--- src/rtl/seq_nibble_adder.sv ---
// seq_nibble_adder: multi-cycle WIDTH-bit adder built around a single 4-bit adder slice.
// It accepts operands plus a carry-in on a valid/ready handshake, then adds one nibble
// per cycle (LSB first) and presents the result on a second valid/ready handshake.
//
// Ports:
//   clk        clock, rising edge
//   rst_n      asynchronous active-low reset
//   in_valid   operand bundle valid      in_ready   block can accept operands
//   a, b       WIDTH-bit operands        cin        carry into nibble 0
//   out_valid  result valid              out_ready  downstream accepts result
//   sum        (a + b + cin) mod 2^WIDTH cout       carry out of the MSB nibble
//
// The file also holds the 4-bit `adder` slice so the design compiles on its own.

// adder: 4-bit combinational slice, {cout, sum} = in1 + in2 + cin.
module adder (
    input  logic [3:0] in1,
    input  logic [3:0] in2,
    input  logic       cin,
    output logic [3:0] sum,
    output logic       cout
);
    assign {cout, sum} = {1'b0, in1} + {1'b0, in2} + {4'b0000, cin};
endmodule

module seq_nibble_adder #(
    parameter int unsigned WIDTH = 16
) (
    input  logic             clk,
    input  logic             rst_n,
    input  logic             in_valid,
    output logic             in_ready,
    input  logic [WIDTH-1:0] a,
    input  logic [WIDTH-1:0] b,
    input  logic             cin,
    output logic             out_valid,
    input  logic             out_ready,
    output logic [WIDTH-1:0] sum,
    output logic             cout
);
    localparam int unsigned NIB  = WIDTH / 4;
    localparam int unsigned IdxW = (NIB > 1) ? $clog2(NIB) : 1;
    localparam logic [IdxW-1:0] LastIdx = IdxW'(NIB - 1);

    typedef enum logic [1:0] {StIdle, StRun, StDone} state_e;

    state_e           state_q, state_d;
    logic [IdxW-1:0]  idx_q, idx_d;
    logic [WIDTH-1:0] a_q, a_d;
    logic [WIDTH-1:0] b_q, b_d;
    logic             carry_q, carry_d;
    logic [WIDTH-1:0] sum_q, sum_d;
    logic             cout_q, cout_d;

    logic [3:0] slice_in1, slice_in2, slice_sum;
    logic       slice_cout;

    // Slice is fed from the latched operands only, so input changes during RUN are harmless.
    assign slice_in1 = a_q[4*idx_q +: 4];
    assign slice_in2 = b_q[4*idx_q +: 4];

    adder u_adder (
        .in1  (slice_in1),
        .in2  (slice_in2),
        .cin  (carry_q),
        .sum  (slice_sum),
        .cout (slice_cout)
    );

    always_comb begin
        state_d = state_q;
        idx_d   = idx_q;
        a_d     = a_q;
        b_d     = b_q;
        carry_d = carry_q;
        sum_d   = sum_q;
        cout_d  = cout_q;

        unique case (state_q)
            StIdle: begin
                if (in_valid) begin
                    a_d     = a;
                    b_d     = b;
                    carry_d = cin;
                    idx_d   = '0;
                    state_d = StRun;
                end
            end
            StRun: begin
                sum_d[4*idx_q +: 4] = slice_sum;
                carry_d             = slice_cout;
                if (idx_q == LastIdx) begin
                    cout_d  = slice_cout;
                    idx_d   = '0;
                    state_d = StDone;
                end else begin
                    idx_d = idx_q + 1'b1;
                end
            end
            StDone: begin
                if (out_ready) begin
                    state_d = StIdle;
                end
            end
            default: state_d = StIdle;
        endcase
    end

    always_ff @(posedge clk or negedge rst_n) begin
        if (!rst_n) begin
            state_q <= StIdle;
            idx_q   <= '0;
            a_q     <= '0;
            b_q     <= '0;
            carry_q <= 1'b0;
            sum_q   <= '0;
            cout_q  <= 1'b0;
        end else begin
            state_q <= state_d;
            idx_q   <= idx_d;
            a_q     <= a_d;
            b_q     <= b_d;
            carry_q <= carry_d;
            sum_q   <= sum_d;
            cout_q  <= cout_d;
        end
    end

    assign in_ready  = (state_q == StIdle);
    assign out_valid = (state_q == StDone);
    assign sum       = sum_q;
    assign cout      = cout_q;
endmodule

--- config.mk ---
export PLATFORM = sky130hd
export DESIGN_NAME = seq_nibble_adder
export DESIGN_NICKNAME = d
export VERILOG_FILES = /design/src/rtl/seq_nibble_adder.sv
export SDC_FILE = /design/constraint.sdc
export NUM_CORES = 1
export LEC_CHECK = 0
export CAP_MARGIN = 25
export CORE_AREA = 2 2 83 85
export CTS_BUF_LIST = sky130_fd_sc_hd__clkbuf_16
export CTS_CLUSTER_DIAMETER = 200
export CTS_CLUSTER_SIZE = 25
export DETAILED_ROUTE_END_ITERATION = 8
export DIE_AREA = 0 0 85 87
export SKIP_LAST_GASP = 1
export SLEW_MARGIN = 15
export SYNTH_ARGS = -nofsm -noshare
export SYNTH_HDL_FRONTEND = slang
export SYNTH_SLANG_ARGS = --single-unit
--- constraint.sdc ---
create_clock -name clk -period 3.8 [get_ports clk]
set_input_delay 0.57 -clock clk [delete_from_list [all_inputs] [get_ports clk]]
set_output_delay 0.57 -clock clk [all_outputs]
set_load 0.005 [all_outputs]
==> impl_results.md <==
* Outcome: completed
* Fmax at 0.3560 GHz
* FFs w/ async S/R, synth at 1.000
* Via count at 1837
* Period utilization at 0.7393
* Die H at 87 um
* Cell repeated most along the worst path: fa_1
* HPWL Detailed at 3935 um
* Synth area leaders: dfrtp_1, nand2_1, mux4_2
* CP bufs+invs at 1
* CP cell instances: buf_4 -> mux4_2 -> fa_1 -> fa_1 -> a21o_1 -> a21oi_1 -> a31oi_1
* Critical R2R Launch: idx_q[0]
* Synthesized area at 2540 um2
* Post-CTS sizing at 0
* H-tree levels at 2
* Total grt overflow at 0
* RePlAce Congestion at 0.7749
* Max_cap viols at 0
* Final Slew Violations at 0
* Most common cell after layout, fill and taps aside: nand2_1
* Most frequent cells in the layout: nand2_1, dfrtp_1, clkdlybuf4s50_1, a22o_1, ha_1
* Post-synthesis mux area share at 0.07094
* Vias in the first global route at 1907
* Number of synthesized flops with an enable pin at 0
* Row count at 30
* Area grow syn2layout at 29.06%
* Core area at 6569 um2
* Leak Pwr at 1.548 nW
* Placed cell count at 364
* CP Capture Type: register
* Postcts setup bufs at 0
* Hold buffer count at CTS at 0
* Vias per cell at 4.951
* Clock latency on the worst-skew pair at 0.29 ns
* Max incr delay on CP at 0.54 ns
* Buffers added on ports at 55
* Yosys warning total at 0
* DR WL/cell at 14.63 um
* Global-route wire length before repair at 9273 um
* Post-synthesis simple-gate area fraction at 0.2094
* DRC errors left at 0
* Die area at 7395 um2
* CTS clk-pin slew, worst paths at 0.07 ns
* Pwr dens at 861.2 nW/um2
* Fin Clk Skew at 0.004067 ns
* Total CTS buffers at 5
* Reg2reg end: cout
* Die outline width at 85 um
* Antenna violations before repair at 0
* Clock sinks at 54
* Final nets at 339
* Hold Fails Final Rpt at 0
* Crit path max-delay cell type: mux4_2
* Synth Instances at 236
* CTS tree: yes
* CP Depth at 7
* Synth Area in XOR/XNOR at 0.003448
* Post-Layout Cell Count at 371
* Largest family of logic cells by synthesized area: simple AND/OR/NAND/NOR gates
* Tot GR Track Use at 0.1590
* Crit start category: register
* TNS Setup at 0 ns
* Tmin final at 2.809 ns
* N_diodes at 0
* R2r setup slk at 0.99 ns
* Syn_area_per_cell at 10.76 um2
* DR pass1 iterations at 4
* Worst slew margin at 0.3705
* Clk Tree Root Cell: clkbuf_16
* Netlist cell types at 33
* Reg2Reg Depth at 7
* Final WL at 5428 um
* Worst-path fanout max at 11
* Share of the yosys chip area belonging to registers at 0.5320
* Worst vdd ir at 0.3070 mV
* Largest net degree at the start of global routing at 42
* Initial DRC count at 76
* Commonest register cell after synthesis: dfrtp_1
* Adder-Cell Fraction of Synth Area at 0.06010
* HP Class: input pin to async pin
* Cell taking the most area after synthesis: dfrtp_1
* Initial core utilization at 0.3867
* Final setup viols at 0
* Slew @ Worst Pin at 0.9442 ns
* Synth top area share at 0.5320
* RSZ-0062 raised after global routing: false
* Synthesized net count at 284
* Crit path DAT at 2.96 ns
* Crit path kind: register to register
* Fraction of layout cells with a size suffix above 1 at 0.07904
* Crit path required time at 3.95 ns
* #FFs+latches synth at 54
* IO Pins at 56
* Clock tree buffer depth at 2
* Post-route ant nets at 0
* Synth Area in Compound Gates at 0.08522
* Crit-path leading delay family: adder cells
cell type report:
class                      count  area (um2)
fill                         612        3291
sequential                    54        1351
multi-input combinational    168        1096
timing repair buffer          59       583.1
clock buffer                   5       125.1
tap                           80       100.1
clock inverter                 2       11.26
inverter                       3       11.26
metrics by stage:
stage / utilization / setup slack, ns / hold slack, ns / cell area, um2 / power [W]
floorplan: - / 1.151 / 0.2744 / 2540 / 0.001951
global placement: 0.4760 / 1.056 / 0.4537 / 3127 / 0.002380
detailed placement: 0.4783 / 0.9799 / 0.4572 / 3142 / 0.002426
CTS: 0.4990 / 0.9537 / 0.4604 / 3278 / 0.002869
global route: 0.4990 / 0.7746 / 0.4975 / 3278 / 0.003078
finish: 0.4990 / 0.9906 / 0.4292 / 3278 / 0.002823
synth_stat cells (2+ instances only):
cell,instances
a22o_1,12
a21oi_1,2
or3b_1,2
nor2_1,2
buf_2,4
o31ai_1,2
nor2b_1,3
mux4_2,8
nand2_1,104
nand3_1,2
ha_1,9
a32o_1,4
o21ai_0,2
inv_1,3
dfrtp_1,54
fa_1,2
buf_6,5
report_power, final:
part | internal (W) | total [W] | switching, W
logic | 0.000663 | 0.00137 | 0.000708
registers | 0.000831 | 0.00102 | 0.000187
clock network | 0.000238 | 0.000434 | 0.000196
total | 0.00173 | 0.00282 | 0.00109
kinds of logic after synthesis:
group / after synthesis
AND/OR/NAND/NOR: 121
flip-flops: 54
AO/OA/AOI/OAI: 27
buffers and inverters: 14
adder cells (fa/ha/maj): 11
multiplexers: 8
XOR/XNOR: 1
layer usage:
metal	GRT usage	up-vias	share of wire
met5	0	-	0
met4	0.06205	0	0.027
met3	0.02938	11	0.039
met2	0.2564	48	0.47
met1	0.2145	872	0.47
li1	-	906	-
worst max path at each step:
stage                         from      end  slack (ns)
after floorplan           idx_q[0]  carry_q        1.15
after global placement    idx_q[0]     cout        1.06
after detailed placement  idx_q[0]  carry_q        0.98
after CTS                 idx_q[0]  carry_q        0.95
after global routing      idx_q[0]  carry_q        0.77
final                     idx_q[0]     cout        0.99
registers in the layout (all words and copies together), names as in the netlist:
name,cells
state_q,2
b_q,16
cout,1
sum,16
idx_q,2
carry_q,1
a_q,16
Note: power is estimated with default switching activity, not from simulation.
